<file path="src/rtl/sar_pkg.sv">
// Shared constants for the SAR ADC slice: FSM state encoding, default sizes and a clog2 helper.
// The optional settle phase of the conversion scheduler is enabled with the SAR_SETTLE_EN macro.
package sar_pkg;

    localparam int DEF_NBITS = 4;
    localparam int DEF_NCH   = 4;

    localparam logic [2:0] ST_IDLE   = 3'd0;
    localparam logic [2:0] ST_SAMPLE = 3'd1;
    localparam logic [2:0] ST_SETTLE = 3'd2;
    localparam logic [2:0] ST_TRIAL  = 3'd3;
    localparam logic [2:0] ST_DONE   = 3'd4;

    // A one-channel or two-channel mux still needs a 1-bit select.
    function automatic int clog2(input int n);
        return (n <= 2) ? 1 : $clog2(n);
    endfunction

endpackage

</file>
<file path="src/rtl/sar_conv_sched_if.sv">
// Scheduler bus: analog-side controls (sample, trial, DAC code, mux select, comparator)
// plus the result stream with valid/ready back-pressure.
interface sar_conv_sched_if
    import sar_pkg::*;
#(
    parameter int NBITS = DEF_NBITS,
    parameter int NCH   = DEF_NCH
);
    localparam int CH_W = clog2(NCH);

    logic             SAMPLE;
    logic             SAR_RESET;
    logic [NBITS-1:0] TRIAL;
    logic [NBITS-1:0] DAC_CODE;
    logic [CH_W-1:0]  CH_SEL;
    logic             VCOMP;
    logic [NBITS-1:0] DOUT;
    logic [CH_W-1:0]  DOUT_CH;
    logic             DOUT_VALID;
    logic             DOUT_READY;

    modport master (
        output SAMPLE, SAR_RESET, TRIAL, DAC_CODE, CH_SEL, DOUT, DOUT_CH, DOUT_VALID,
        input  VCOMP, DOUT_READY
    );

    modport slave (
        input  SAMPLE, SAR_RESET, TRIAL, DAC_CODE, CH_SEL, DOUT, DOUT_CH, DOUT_VALID,
        output VCOMP, DOUT_READY
    );

endinterface

</file>
<file path="src/rtl/sar_rr_arb.sv">
// Combinational round-robin search: first enabled channel strictly after the pointer,
// wrapping NCH-1 -> 0. The pointer itself is last in line.
module sar_rr_arb
    import sar_pkg::*;
#(
    parameter int NCH = DEF_NCH,
    localparam int CH_W = clog2(NCH)
) (
    input  logic [NCH-1:0]  mask,
    input  logic [CH_W-1:0] ptr,
    output logic [CH_W-1:0] grant,
    output logic            any
);
    logic [CH_W-1:0] cand_idx [NCH];
    logic [NCH-1:0]  hit;

    genvar gi;
    generate
        for (gi = 0; gi < NCH; gi++) begin : g_cand
            assign cand_idx[gi] = CH_W'((int'(ptr) + gi + 1) % NCH);
            assign hit[gi]      = mask[cand_idx[gi]];
        end
    endgenerate

    // Scan from the farthest candidate so the nearest hit is written last.
    always_comb begin
        grant = '0;
        for (int i = NCH - 1; i >= 0; i--) begin
            if (hit[i]) grant = cand_idx[i];
        end
    end

    assign any = |mask;

endmodule

</file>
<file path="src/rtl/sar_conv_sched.sv">
// Multi-channel SAR conversion scheduler: sample, MSB-first bit trials, result capture and a
// valid/ready output register. Define SAR_SETTLE_EN to add a programmable settle phase.
module sar_conv_sched
    import sar_pkg::*;
#(
    parameter int NBITS = DEF_NBITS,
    parameter int NCH   = DEF_NCH
`ifdef SAR_SETTLE_EN
    ,
    parameter int SETTLE_W = 3
`endif
) (
    input  logic                CLK,
    input  logic                RESET_N,
    input  logic                EN,
    input  logic [NCH-1:0]      CH_MASK,
`ifdef SAR_SETTLE_EN
    input  logic [SETTLE_W-1:0] SETTLE_CYC,
`endif
    sar_conv_sched_if.master    bus
);
    localparam int CH_W = clog2(NCH);
    localparam logic [NBITS-1:0] MSB_HOT = {1'b1, {(NBITS-1){1'b0}}};

    logic [2:0]       state_reg;
    logic [CH_W-1:0]  ptr_reg;
    logic [CH_W-1:0]  ch_reg;
    logic [CH_W-1:0]  dout_ch_reg;
    logic [NBITS-1:0] code_reg;
    logic [NBITS-1:0] trial_reg;
    logic [NBITS-1:0] res_reg;
    logic [NBITS-1:0] dout_reg;
    logic             valid_reg;
    logic             sample_reg;
    logic             sar_reset_reg;
`ifdef SAR_SETTLE_EN
    logic [SETTLE_W-1:0] settle_cnt_reg;
`endif

    logic [CH_W-1:0]  grant;
    logic             any_en;
    logic             can_load;
    logic             launch;
    logic [NBITS-1:0] keep_code;

    sar_rr_arb #(.NCH(NCH)) u_arb (
        .mask  (CH_MASK),
        .ptr   (ptr_reg),
        .grant (grant),
        .any   (any_en)
    );

    // Active trial bit replaced by the comparator decision.
    assign keep_code = (code_reg & ~trial_reg) | (bus.VCOMP ? trial_reg : '0);
    assign can_load  = !valid_reg || bus.DOUT_READY;
    assign launch    = EN && any_en &&
                       ((state_reg == ST_IDLE) || ((state_reg == ST_DONE) && can_load));

    always_ff @(posedge CLK or negedge RESET_N) begin
        if (!RESET_N) begin
            state_reg     <= ST_IDLE;
            ptr_reg       <= CH_W'(NCH - 1);
            ch_reg        <= '0;
            dout_ch_reg   <= '0;
            code_reg      <= '0;
            trial_reg     <= '0;
            res_reg       <= '0;
            dout_reg      <= '0;
            valid_reg     <= 1'b0;
            sample_reg    <= 1'b0;
            sar_reset_reg <= 1'b1;
`ifdef SAR_SETTLE_EN
            settle_cnt_reg <= '0;
`endif
        end else begin
            if (valid_reg && bus.DOUT_READY) valid_reg <= 1'b0;

            case (state_reg)
                ST_SAMPLE: begin
                    sample_reg    <= 1'b0;
                    sar_reset_reg <= 1'b0;
`ifdef SAR_SETTLE_EN
                    if (SETTLE_CYC != '0) begin
                        state_reg      <= ST_SETTLE;
                        settle_cnt_reg <= SETTLE_CYC - SETTLE_W'(1);
                    end else begin
                        state_reg <= ST_TRIAL;
                        trial_reg <= MSB_HOT;
                        code_reg  <= MSB_HOT;
                    end
`else
                    state_reg <= ST_TRIAL;
                    trial_reg <= MSB_HOT;
                    code_reg  <= MSB_HOT;
`endif
                end
`ifdef SAR_SETTLE_EN
                ST_SETTLE: begin
                    if (settle_cnt_reg == '0) begin
                        state_reg <= ST_TRIAL;
                        trial_reg <= MSB_HOT;
                        code_reg  <= MSB_HOT;
                    end else begin
                        settle_cnt_reg <= settle_cnt_reg - SETTLE_W'(1);
                    end
                end
`endif
                ST_TRIAL: begin
                    trial_reg <= trial_reg >> 1;
                    if (trial_reg[0]) begin
                        res_reg   <= keep_code;
                        code_reg  <= '0;
                        state_reg <= ST_DONE;
                    end else begin
                        code_reg <= keep_code | (trial_reg >> 1);
                    end
                end
                ST_DONE: begin
                    // Result waits here until the output register is free.
                    if (can_load) begin
                        dout_reg      <= res_reg;
                        dout_ch_reg   <= ch_reg;
                        valid_reg     <= 1'b1;
                        state_reg     <= ST_IDLE;
                        sar_reset_reg <= 1'b1;
                    end
                end
                default: state_reg <= ST_IDLE;
            endcase

            if (launch) begin
                state_reg     <= ST_SAMPLE;
                sample_reg    <= 1'b1;
                sar_reset_reg <= 1'b1;
                ch_reg        <= grant;
                ptr_reg       <= grant;
                code_reg      <= '0;
                trial_reg     <= '0;
            end
        end
    end

    assign bus.SAMPLE     = sample_reg;
    assign bus.SAR_RESET  = sar_reset_reg;
    assign bus.TRIAL      = trial_reg;
    assign bus.DAC_CODE   = code_reg;
    assign bus.CH_SEL     = ch_reg;
    assign bus.DOUT       = dout_reg;
    assign bus.DOUT_CH    = dout_ch_reg;
    assign bus.DOUT_VALID = valid_reg;

endmodule

</file>
<file path="src/flat_wrapper.sv">
// flat-port wrapper written by rule: the top's interface ports become plain ports
module sar_conv_sched_flat import sar_pkg::*;
#(
    parameter int NBITS = DEF_NBITS,
    parameter int NCH   = DEF_NCH

)
  (CLK, RESET_N, EN, CH_MASK, bus_SAMPLE, bus_SAR_RESET, bus_TRIAL, bus_DAC_CODE, bus_CH_SEL, bus_DOUT, bus_DOUT_CH, bus_DOUT_VALID, bus_VCOMP, bus_DOUT_READY);
  sar_conv_sched_if #(.NBITS(NBITS), .NCH(NCH)) bus_i ();
  input  logic CLK;
  input  logic RESET_N;
  input  logic EN;
  input  logic [NCH-1:0] CH_MASK;
  output wire logic [$bits(bus_i.SAMPLE)-1:0] bus_SAMPLE;
  output wire logic [$bits(bus_i.SAR_RESET)-1:0] bus_SAR_RESET;
  output wire logic [$bits(bus_i.TRIAL)-1:0] bus_TRIAL;
  output wire logic [$bits(bus_i.DAC_CODE)-1:0] bus_DAC_CODE;
  output wire logic [$bits(bus_i.CH_SEL)-1:0] bus_CH_SEL;
  output wire logic [$bits(bus_i.DOUT)-1:0] bus_DOUT;
  output wire logic [$bits(bus_i.DOUT_CH)-1:0] bus_DOUT_CH;
  output wire logic [$bits(bus_i.DOUT_VALID)-1:0] bus_DOUT_VALID;
  input wire logic [$bits(bus_i.VCOMP)-1:0] bus_VCOMP;
  input wire logic [$bits(bus_i.DOUT_READY)-1:0] bus_DOUT_READY;
  assign bus_SAMPLE = bus_i.SAMPLE;
  assign bus_SAR_RESET = bus_i.SAR_RESET;
  assign bus_TRIAL = bus_i.TRIAL;
  assign bus_DAC_CODE = bus_i.DAC_CODE;
  assign bus_CH_SEL = bus_i.CH_SEL;
  assign bus_DOUT = bus_i.DOUT;
  assign bus_DOUT_CH = bus_i.DOUT_CH;
  assign bus_DOUT_VALID = bus_i.DOUT_VALID;
  assign bus_i.VCOMP = bus_VCOMP;
  assign bus_i.DOUT_READY = bus_DOUT_READY;
  sar_conv_sched #(.NBITS(NBITS), .NCH(NCH)) u_core (.CLK(CLK), .RESET_N(RESET_N), .EN(EN), .CH_MASK(CH_MASK), .bus(bus_i));
endmodule
</file>
<file path="config.mk">
export PLATFORM = sky130hd
export DESIGN_NAME = sar_conv_sched_flat
export DESIGN_NICKNAME = d
export VERILOG_FILES = /design/src/rtl/sar_pkg.sv /design/src/rtl/sar_conv_sched_if.sv /design/src/rtl/sar_rr_arb.sv /design/src/rtl/sar_conv_sched.sv /design/src/flat_wrapper.sv
export SDC_FILE = /design/constraint.sdc
export NUM_CORES = 1
export LEC_CHECK = 0
export BUFFER_PORTS_ARGS = -buffer_cell sky130_fd_sc_hd__buf_2
export CAP_MARGIN = 20
export CORE_MARGIN = 5
export CORE_UTILIZATION = 40
export DETAILED_ROUTE_END_ITERATION = 8
export GPL_TIMING_DRIVEN = 0
export PLACE_DENSITY_LB_ADDON = 0.2
export SYNTH_ARGS = -nofsm -noshare
export SYNTH_HDL_FRONTEND = slang
export SYNTH_SLANG_ARGS = --single-unit
export TNS_END_PERCENT = 5
</file>
<file path="constraint.sdc">
create_clock -name CLK -period 2.1 [get_ports CLK]
set_input_delay 0.105 -clock CLK [delete_from_list [all_inputs] [get_ports CLK]]
set_output_delay 0.105 -clock CLK [all_outputs]
set_load 0.01 [all_outputs]
</file>
# --- Word-level counts from Yosys, hierarchy flattened ---
# Index checks and enable logic that the tools add are counted.
totals:
  register_bits: 28
  inputBits: 9
  output_inout_bits: 19
  elab_cells: 76
op_classes:
  addsub: 6
  n_lt_le_gt_ge: 4
  eq_ne: 5
  mux: 30
  n_bitwise: 4
  n_reduce_logical: 16
op_table:
  columns: ["operator", "count"]
  rows:
  - ["$mux 4", 4]
  - ["$pmux 4 s2", 2]
  - ["$lt 2x3->1 const B", 4]
  - ["$mux 1", 11]
  - ["$mux 3", 3]
  - ["$pmux 3 s3", 1]
  - ["$add 2x1->2 const B", 4]
  - ["$bmux 1 s2", 4]
  - ["$mux 2", 4]
  - ["$reduce_and 2->1", 4]
  - ["$ne 3x1->1 const B", 2]
  - ["$reduce_bool 3->1", 2]
  - ["$add 2x2->2 const B", 2]
  - ["$and 4x4->4", 1]
  - ["$logic_and 1x1->1", 4]
  - ["$not 4->4", 1]
  - ["$or 4x3->4", 1]
  - ["$or 4x4->4", 1]
  - ["$reduce_or 4->1", 1]
  - ["$eq 3x1->1 const B", 1]
  - ["$eq 3x2->1 const B", 1]
  - ["$eq 3x3->1 const B", 1]
  - ["$logic_not 3->1", 1]
  - ["$logic_or 1x1->1", 2]
  - ["other kinds (3)", 3]

# --- Logic depth before layout (Yosys ltp) ---
# Gate-level depths: netlist of the first run.
depth:
  word_depth: 8
  ltp_mapped: 5
  ltp_nobuf: 4

# --- Modules after synthesis ---
# A second synthesis of the first run with hierarchy kept.
hier_totals:
  hier_cells: 107
  area_unflattened_um2: 1275.0
by_module_without_submodules:
  columns: ["mod", "n_inst", "cells_per_inst", "area_per_inst_um2", "seq_area_each_um2"]
  rows:
  - ["sar_conv_sched", 1, 93, 1191.1, 704.4]
  - ["sar_rr_arb", 1, 14, 83.8, 0.0]

# --- Worst setup path before layout of the first run ---
# No wires, ideal clock.
synth_path:
  path_type: "register -> register"
  from: "reg u_core.ptr_reg[1]"
  to: "reg u_core.ch_reg[0], in the netlist u_core.bus.CH_SEL[0]"
  setup_time_ps: 136
  arrival_ps: 1534
  t_required_ps: 1964
  setup_slack_ps: 430
  path_stages_with_launch: 5
  path_buffers: 1
  synth_period_minus_slack_ps: 1670
  cell_sequence: "dfstp_2 buf_2 mux4_2 a221oi_1 o21ai_0"
synth_between:
  elab_chain_len: 8
  elab_cells_between_ends: 18
  cone_classes: "add/sub (6); mux (12)"
synth_rtl:
  columns: ["item", "line_no", "rtl"]
  rows:
  - ["from (decl)", "sar_conv_sched.sv:26", "logic [CH_W-1:0] ptr_reg;"]
  - ["from (signal assigned)", "sar_conv_sched.sv:62", "ptr_reg <= CH_W'(NCH - 1);"]
  - ["from (signal assigned)", "sar_conv_sched.sv:136", "ptr_reg <= grant;"]
  - ["$add 2x2->2", "sar_rr_arb.sv:20", "assign cand_idx[gi] = CH_W'((int'(ptr) + gi + 1) % NCH);"]
  - ["$add 2x1->2", "sar_rr_arb.sv:20", null]
  - ["$bmux 1 s2", "sar_rr_arb.sv:21", "assign hit[gi] = mask[cand_idx[gi]];"]
  - ["$mux 1 (not written as such)", "sar_rr_arb.sv:21", null]
  - ["$mux 2 (3 in a row)", "sar_rr_arb.sv:29", "if (hit[i]) grant = cand_idx[i];"]
  - ["$mux 2 *", "sar_rr_arb.sv:29", null]
  - ["to (signal assigned)", "sar_conv_sched.sv:135", "ch_reg <= grant;"]
  - ["to (decl)", "sar_conv_sched.sv:27", "logic [CH_W-1:0] ch_reg;"]
# Mark *: on every way between the ends. The rest lies on a longest branch, timed or not. The select of a mux whose other input is x is not followed.
# A chain may end at the register's enable or synchronous reset.

# --- Worst setup path in the final report of the first run ---
# Same ends and word-level chain as after synthesis.

==> flow_summary.toml, run 1 <==
[finish]
layout_common_cells = "28 x buf_2, 25 x dfrtp_1, 14 x nand2_1, 10 x o21ai_0"
antenna_cells_inserted = 0
layout_commonest_cell = "buf_2"
syn2layout_area_growth_pct = 19.1
final_net_count = 159
final_layout_size_suffix_gt1_share_pct = 31.5

[detailed_routing]
vias = 972
avg_wl_per_cell_um = 13.1
drt-initial-drc-count = 41
routed_wl_mm = 2.53
post-route-drc-count = 0
antenna_violating_nets_post_route = 0
drt-vias-per-instance = 5.04
drt-pass1-iter-count = 4

[critical_path]
timing.critical_path.buf_inv = 1
crit_fanout = 9
worstRegToRegCells = 4
worstSetupPathType = "reg2reg"
start_kind = "register"
critPathMaxStageDelay_ps = 540
crit_slowest_cell = "dfstp_2"
crit_chain = "buf_2 > mux4_2 > a221oi_1 > o21ai_0"
critical_path_data_arrival_time_ps = 2030
reg2reg_from = "u_core.ptr_reg[1]$_DFFE_PN1N_"
timing.rr.end = "u_core.bus.CH_SEL[0]$_DFFE_PN0N_"
cp_data_required_time_ps = 2310
worst_setup_path_end_kind = "register"
rrSetupSlack_ps = 280
critical-path-top-delay-family = "flip-flops"

[power]
cellPowerDensity_nw_per_um2 = 1400
portion_of_total_power_attributed_to_combinational_logic_pct = 39.7
switching_share_pct = 36.1
proportion_of_power_drawn_by_the_clock_network_pct = 15.7
power.internal_mw = 1.41
cellLeakagePower_nw = 0.774
switching_power_mw = 0.795
worst_ir_drop_vdd_mv = 0.688
power.share.sequential_pct = 44.6

[synthesis]
netlist_top_cells_area = "dfrtp_1 47%, mux2_4 6.8%, dfstp_2 5.9%"
number_of_synthesized_flops_with_an_enable_pin = 0
synth_top_flop_cell = "dfrtp_1"
yosys_warnings = 0
syn-num-nets = 126
synth_cells = 117
postSynth.asyncResetShare_pct = 100
avgSynthCellArea_um2 = 11.3
yosys.cell_types.count = 35
postSynthRegisterBits = 28
syn-cell-area_um2 = 1330
synth.largest_area_cell = "dfrtp_1"
synth-seq-area-share_pct = 53.2
yosys.area.top_type_share_pct = 47.2

[timing]
worst_clock_skew_ps = 2.55
finalHoldViolCount = 0
finalWorstPathRequiredPeriod_ps = 1820
fmax_mhz = 549
slew_viol_final = 0
setup_total_negative_slack_ps = 0
fin_crit_sh_pct = 86.8
worst_slew_pin_slew_ps = 597
rsz_0062_raised_after_global_routing = "no"
holdWs_ps = 77.1
slew_headroom_pct = 59.8
setup_viol = 0

[place]
portBuffers = 27
detailedPlacementHpwl_mm = 1.85
finalWeightedCongestion = 0.800

[grt]
initial_antenna_violation_count = 0
grt_start_max_net_pins = 29
grt_first_pass_wirelength_mm = 4.37
grt_overflow = 0
track_usage_pct = 12.6
first_global_vias = 983

[clock_tree]
cts_sinks = 28
clock_insertion_delay_worst_skew_ps = 320
htreeDepth = 1
post_cts.repair.setup_buffers = 0
cts-root-buf = "clkbuf_4"
worst_setup_hold_path_clk_slew_ps = 140
tritoncts = "built"
cts_made_buffers = 3
max-clock-path-buffers = 2

[worst_hold_path]
min_delay_path_depth = 3
min_path_type = "in2reg"
hold_path.startpoint = "bus_DOUT_READY"
hold_path_end = "u_core.bus.DOUT_VALID$_DFF_PN0_"

[floorplan]
fp.dieArea_um2 = 4560
floorplan.die.height_um = 67.6
dieWidth_um = 67.6
core_area_um2 = 3100
start_util_pct = 42.7
pin_count = 28
site_rows = 20

[run]
max-cap-violations = 0

[status]
status = "complete, no violations"
## per-layer routing
layer	global-route usage (%)	vias up	part of all wire, %
li1	-	491	-
met2	20.2	24	45
met3	3.99	4	5.9
met4	4.30	0	1.1
met5	0	-	0
met1	15.9	453	48
## cells by family after synthesis
group                  count (synthesis)  share of synthesized area (%)
muxes                                 10                           10.8
and+or+nand+nor                       39                           16.3
DFF                                   28                           53.2
AOI/OAI and AO/OA                     35                           17.7
buffers and inverters                  5                           2.08
## worst reg2reg max path: stages (launching register included)
cell,delay (ps)
dfstp_2,540
buf_2,190
mux4_2,530
a221oi_1,310
o21ai_0,150
## worst max-delay path by stage
stage	start	cells past startpoint	endpoint	slack, ps
floorplan	u_core.ptr_reg[1]$_DFFE_PN1N_	4	u_core.bus.CH_SEL[0]$_DFFE_PN0N_	430
global placement	u_core.ptr_reg[1]$_DFFE_PN1N_	4	u_core.bus.CH_SEL[0]$_DFFE_PN0N_	350
detailed placement	u_core.ptr_reg[1]$_DFFE_PN1N_	4	u_core.bus.CH_SEL[0]$_DFFE_PN0N_	310
CTS	u_core.ptr_reg[1]$_DFFE_PN1N_	4	u_core.bus.CH_SEL[0]$_DFFE_PN0N_	290
global route	u_core.ptr_reg[1]$_DFFE_PN1N_	4	u_core.bus.CH_SEL[0]$_DFFE_PN0N_	190
finish	u_core.ptr_reg[1]$_DFFE_PN1N_	4	u_core.bus.CH_SEL[0]$_DFFE_PN0N_	280
## area by class of cell
cell class / count / area (um2)
buffer: 3 / 20.0
clock buffer: 3 / 22.5
sequential: 28 / 704
inverter: 2 / 7.51
multi-input combinational: 84 / 593
fill: 307 / 1530
clock inverter: 1 / 30.0
timing repair buffer: 28 / 145
tap: 44 / 55.1
## synth_stat cells (all sizes together) (3+ instances only)
master  instances
dfrtp          25
nand2          14
o21ai          10
a21oi           6
mux2            6
nand2b          6
nor2            6
a21o            3
a22o            3
a31oi           3
buf             3
dfstp           3
mux2i           3
nor2b           3
o22ai           3
## stage by stage
stage | instances | instance area [um2] | utilization, % | worst slack, ps | total power, mW
after floorplan | 117 | 1330 | - | 430 | 1.57
after global placement | 188 | 1520 | 48.8 | 345 | 1.84
after detailed placement | 188 | 1520 | 48.8 | 310 | 1.87
after CTS | 193 | 1580 | 50.8 | 288 | 2.23
after global routing | 193 | 1580 | 50.8 | 189 | 2.38
final | 193 | 1580 | 50.8 | 278 | 2.21
## power groups by stage
stage          Combinational (mW)  Sequential, mW  Clock (mW)
2_1_floorplan               0.551            1.02           0
3_3_place_gp                0.861           0.982           0
3_5_place_dp                0.875           0.994           0
4_1_cts                     0.886           0.984       0.359
5_1_grt                     0.981            1.02       0.379
6_report                    0.876           0.984       0.345
## repair_timing
item                                   4_1_cts  5_1_grt
resized for setup                            0        0
endpoints found under the hold margin       25        0
hold buffers                                 1        0
No activity file was read; power rests on OpenSTA's default activity.
==> run 2, diff against run 1 <==
==> constraint.sdc (replaced) <==
create_clock -name CLK -period 2.1 [get_ports CLK]
set_input_delay 0 -clock CLK [delete_from_list [all_inputs] [get_ports CLK]]
set_output_delay 0 -clock CLK [all_outputs]
set_load 0.01 [all_outputs]
==> flow_summary.toml, run 2 (synthesis gave the netlist of run 1 again) <==
[status]
status = "complete, no violations"

[detailed_routing]
vias = 983
drt-initial-drc-count = 30
avg_wl_per_cell_um = 13.3
post-route-drc-count = 0
drt-vias-per-instance = 5.04
antenna_violating_nets_post_route = 0
drt-pass1-iter-count = 4
routed_wl_mm = 2.60

[timing]
finalHoldViolCount = 0
setup_viol = 0
fmax_mhz = 549
setup_total_negative_slack_ps = 0
slew_viol_final = 0
holdWs_ps = 109
worst_slew_pin_slew_ps = 597
slew_headroom_pct = 59.8
finalWorstPathRequiredPeriod_ps = 1820
worst_clock_skew_ps = 2.55
fin_crit_sh_pct = 86.7
rsz_0062_raised_after_global_routing = "no"

[clock_tree]
post_cts.repair.setup_buffers = 0
htreeDepth = 1
worst_setup_hold_path_clk_slew_ps = 140
max-clock-path-buffers = 2
cts_made_buffers = 3
cts-root-buf = "clkbuf_4"
tritoncts = "built"
clock_insertion_delay_worst_skew_ps = 320
cts_sinks = 28

[critical_path]
worst_setup_path_end_kind = "register"
worstSetupPathType = "reg2reg"
reg2reg_from = "u_core.ptr_reg[1]$_DFFE_PN1N_"
start_kind = "register"
worstRegToRegCells = 4
critical_path_data_arrival_time_ps = 2030
rrSetupSlack_ps = 280
timing.rr.end = "u_core.bus.CH_SEL[0]$_DFFE_PN0N_"
crit_fanout = 9
cp_data_required_time_ps = 2310

[worst_hold_path]
hold_path.startpoint = "CH_MASK[1]"
min_delay_path_depth = 3
hold_path_end = "u_core.bus.CH_SEL[0]$_DFFE_PN0N_"
min_path_type = "in2reg"

[power]
worst_ir_drop_vdd_mv = 0.688
cellPowerDensity_nw_per_um2 = 1380
cellLeakagePower_nw = 0.782

[grt]
global_route.peak_usage_layer = "met2"
first_global_vias = 986
initial_antenna_violation_count = 0
grt_first_pass_wirelength_mm = 4.43
grt_start_max_net_pins = 29
gr-usage-met3_pct = 3.99
grt_overflow = 0
track_usage_pct = 12.8
grtUsageMet1_pct = 16.1
use_met2_pct = 20.8

[place]
detailedPlacementHpwl_mm = 1.85
numPlacedInstances = 188
portBuffers = 27
post_dp_cell_area_um2 = 1520
finalWeightedCongestion = 0.800

[finish]
syn2layout_area_growth_pct = 20.6
layout_commonest_cell = "buf_2"
layout_common_cells = "28 x buf_2, 25 x dfrtp_1, 14 x nand2_1, 10 x o21ai_0"
antenna_cells_inserted = 0
design_area_um2 = 1600
final_layout_size_suffix_gt1_share_pct = 31.1
finished_layout_cells = 195
final_util_pct = 51.5
final_net_count = 161

[floorplan]
start_util_pct = 42.7
fp.dieArea_um2 = 4560
floorplan.die.height_um = 67.6
pin_count = 28
core_area_um2 = 3100
dieWidth_um = 67.6
site_rows = 20

[run]
max-cap-violations = 0
run 2: cell count changes in the layout (fill, tap and decap cells not counted), sizes merged:
cell | previous run | this run
dlygate4sd3 | 1 | 3
run 2: cell type report:
| type | count | area [um2] |
|---|---|---|
| tap | 44 | 55.1 |
| sequential | 28 | 704 |
| timing repair buffer | 30 | 165 |
| buffer | 3 | 20.0 |
| fill | 307 | 1510 |
| clock buffer | 3 | 22.5 |
| clock inverter | 1 | 30.0 |
| inverter | 2 | 7.51 |
| multi-input combinational | 84 | 593 |
run 2: worst max path at each step:
stage                                              from                          endpoint
after global routing      u_core.ptr_reg[1]$_DFFE_PN1N_  u_core.bus.CH_SEL[0]$_DFFE_PN0N_
final                     u_core.ptr_reg[1]$_DFFE_PN1N_  u_core.bus.CH_SEL[0]$_DFFE_PN0N_
after detailed placement  u_core.ptr_reg[1]$_DFFE_PN1N_  u_core.bus.CH_SEL[0]$_DFFE_PN0N_
after CTS                 u_core.ptr_reg[1]$_DFFE_PN1N_  u_core.bus.CH_SEL[0]$_DFFE_PN0N_
after global placement    u_core.ptr_reg[1]$_DFFE_PN1N_  u_core.bus.CH_SEL[0]$_DFFE_PN0N_
after floorplan           u_core.ptr_reg[1]$_DFFE_PN1N_  u_core.bus.CH_SEL[0]$_DFFE_PN0N_
run 2: routing by layer:
metal,vias to the layer above,routed length [um]
li1,496,-
met2,26,1170
met3,4,153
met5,-,0
met4,0,27
met1,457,1250
run 2: where the power goes:
part	switching (mW)	leakage, nW	internal (mW)	total (mW)
clock network	0.153	0.0279	0.193	0.346
logic	0.439	0.411	0.442	0.880
registers	0.207	0.344	0.778	0.985
run 2: worst max-delay path, cell delays in order, from the launching register on:
cell	delay, ps
dfstp_2	540
buf_2	190
mux4_2	530
a221oi_1	300
o21ai_0	150
run 2: repair_timing:
item	4_1_cts	5_1_grt
hold endpoints to repair	27	0
hold buffers	3	0
resized for setup	0	0
run 2: stage by stage:
step                worst slack, ps  power, mW
finish                          280       2.21
global route                    189       2.39
CTS                             288       2.23
detailed placement              310       1.87
global placement                345       1.84
floorplan                       430       1.57
==> run 3, diff against run 2 <==
--- a/config.mk
+++ b/config.mk
@@ -5,11 +5,11 @@
 export SDC_FILE = /design/constraint.sdc
 export NUM_CORES = 1
 export LEC_CHECK = 0
-export BUFFER_PORTS_ARGS = -buffer_cell sky130_fd_sc_hd__buf_2
-export CAP_MARGIN = 20
+export CORE_ASPECT_RATIO = 0.6
 export CORE_MARGIN = 5
 export CORE_UTILIZATION = 40
 export DETAILED_ROUTE_END_ITERATION = 8
+export DONT_BUFFER_PORTS = 1
 export GPL_TIMING_DRIVEN = 0
 export PLACE_DENSITY_LB_ADDON = 0.2
 export SYNTH_ARGS = -nofsm -noshare
==> flow_summary.toml, run 3 (synthesis gave the netlist of run 1 again) <==
[grt]
grt_start_max_net_pins = 29
initial_antenna_violation_count = 0
first_global_vias = 904
grt_overflow = 0
grt_first_pass_wirelength_mm = 4.48
track_usage_pct = 12.9

[clock_tree]
htreeDepth = 1
worst_setup_hold_path_clk_slew_ps = 90
cts-root-buf = "clkbuf_8"
max-clock-path-buffers = 2
cts_sinks = 28
clock_insertion_delay_worst_skew_ps = 270
cts_made_buffers = 3
post_cts_resized = 0
tritoncts = "built"

[finish]
final_net_count = 137
design_area_um2 = 1520
final_layout_size_suffix_gt1_share_pct = 16.5
layout_common_cells = "25 x dfrtp_1, 14 x nand2_1, 10 x o21ai_0"
layout.area.seq_um2 = 704
antenna_cells_inserted = 0
syn2layout_area_growth_pct = 14.9
total_area_of_multi_input_combinational_cells_um2 = 593
layout_commonest_cell = "dfrtp_1"
filler_cells = 280

[critical_path]
reg2reg_from = "u_core.ptr_reg[1]$_DFFE_PN1N_"
cp_data_required_time_ps = 2250
critical_path_data_arrival_time_ps = 1930
critPathMaxStageDelay_ps = 530
start_kind = "register"
crit_chain = "buf_2 > mux4_2 > a221oi_1 > o21ai_0"
crit_fanout = 9
critical-path-top-delay-family = "multiplexers"
worst_setup_path_end_kind = "register"
worstSetupPathType = "reg2reg"
crit_slowest_cell = "mux4_2"
timing.critical_path.buf_inv = 1
worstSetupStartpoint = "u_core.ptr_reg[1]$_DFFE_PN1N_"

[timing]
finalHoldViolCount = 0
worst_slew_pin_slew_ps = 631
finalWorstPathRequiredPeriod_ps = 1780
setup_total_negative_slack_ps = 0
slew_viol_final = 0
setup_viol = 0
rsz_0062_raised_after_global_routing = "no"
worst_clock_skew_ps = 3.65
fmax_mhz = 563
holdWs_ps = 23.7
fin_crit_sh_pct = 84.6
slew_headroom_pct = 57.9

[place]
portBuffers = 0
detailedPlacementHpwl_mm = 2.02
finalWeightedCongestion = 0.751
post_dp_cell_area_um2 = 1380

[power]
worst_ir_drop_vdd_mv = 0.777
cellLeakagePower_nw = 0.686
cellPowerDensity_nw_per_um2 = 1430

[detailed_routing]
drt-vias-per-instance = 5.35
post-route-drc-count = 0
antenna_violating_nets_post_route = 0
avg_wl_per_cell_um = 16.0
drt-pass1-iter-count = 4
drt-initial-drc-count = 39
vias = 920
routed_wl_mm = 2.75

[floorplan]
fp.dieArea_um2 = 4600
start_util_pct = 41.1
site_rows = 16
core_area_um2 = 3220
pin_count = 28
floorplan.die.height_um = 54.6
dieWidth_um = 84.3

[run]
max-cap-violations = 0

[status]
status = "complete, no violations"

[worst_hold_path]
min_path_type = "in2reg"
hold_path.startpoint = "CH_MASK[2]"
run 3: cell types whose count changed in the layout (fill, tap and decap cells not counted), sizes merged:
| cell | before | now |
|---|---|---|
| dlygate4sd3 | 3 | 5 |
| buf | 30 | 4 |
run 3: what timing repair did:
item,4_1_cts,5_1_grt
buffers inserted,0,0
hold buffers,6,0
hold endpoints to repair,36,0
run 3: per-layer routing:
layer  track usage (%)  vias up  part of all wire, %
li1                  -      452                    -
met1              17.8      440                   51
met2              19.4       26                   41
met3              4.96        2                  7.4
met4              2.41        0                 0.51
met5                 0        -                    0
run 3: where the power goes:
part	total, mW	switching, mW	leakage [nW]	internal (mW)
Sequential	1.09	0.309	0.344	0.780
Clock	0.417	0.162	0.0357	0.255
Combinational	0.671	0.320	0.307	0.352
Total	2.18	0.791	0.686	1.39
run 3: cell type report:
| class | instances | area share (%) |
|---|---|---|
| Buffer | 3 | 1.31 |
| Clock buffer | 3 | 2.71 |
| Clock inverter | 1 | 1.97 |
| Inverter | 2 | 0.493 |
| Multi-Input combinational cell | 84 | 38.9 |
| Sequential cell | 28 | 46.3 |
| Tap cell | 45 | 3.70 |
| Timing Repair Buffer | 6 | 4.60 |
run 3: per-stage QoR:
step	util (%)	power, mW	std cells	worst slack, ps
detailed placement	42.9	1.75	162	343
CTS	47.2	2.19	172	330
finish	47.2	2.18	172	323
global route	47.2	2.33	172	144
global placement	42.9	1.71	162	333
floorplan	-	1.57	117	430
run 3: final timing paths:
kind | to | slack [ps] | cells past startpoint
setup / recovery | u_core.bus.CH_SEL[0]$_DFFE_PN0N_ | 320 | 4
hold / removal | u_core.ptr_reg[1]$_DFFE_PN1N_ | 20 | 3
setup reg to reg | u_core.bus.CH_SEL[0]$_DFFE_PN0N_ | 320 | 4
hold reg to reg | u_core.res_reg[0]$_DFFE_PN0P_ | 490 | 2
max in group asynchronous | u_core.ptr_reg[0]$_DFFE_PN1N_ | 1710 | 2
min in group asynchronous | u_core.bus.DOUT[0]$_DFFE_PN0P_ | 160 | 2
run 3: worst reg2reg max path, cell delays in order, from the launching register on:
cell and delay, ps:
dfstp_2 520, buf_2 190, mux4_2 530, a221oi_1 280, o21ai_0 140
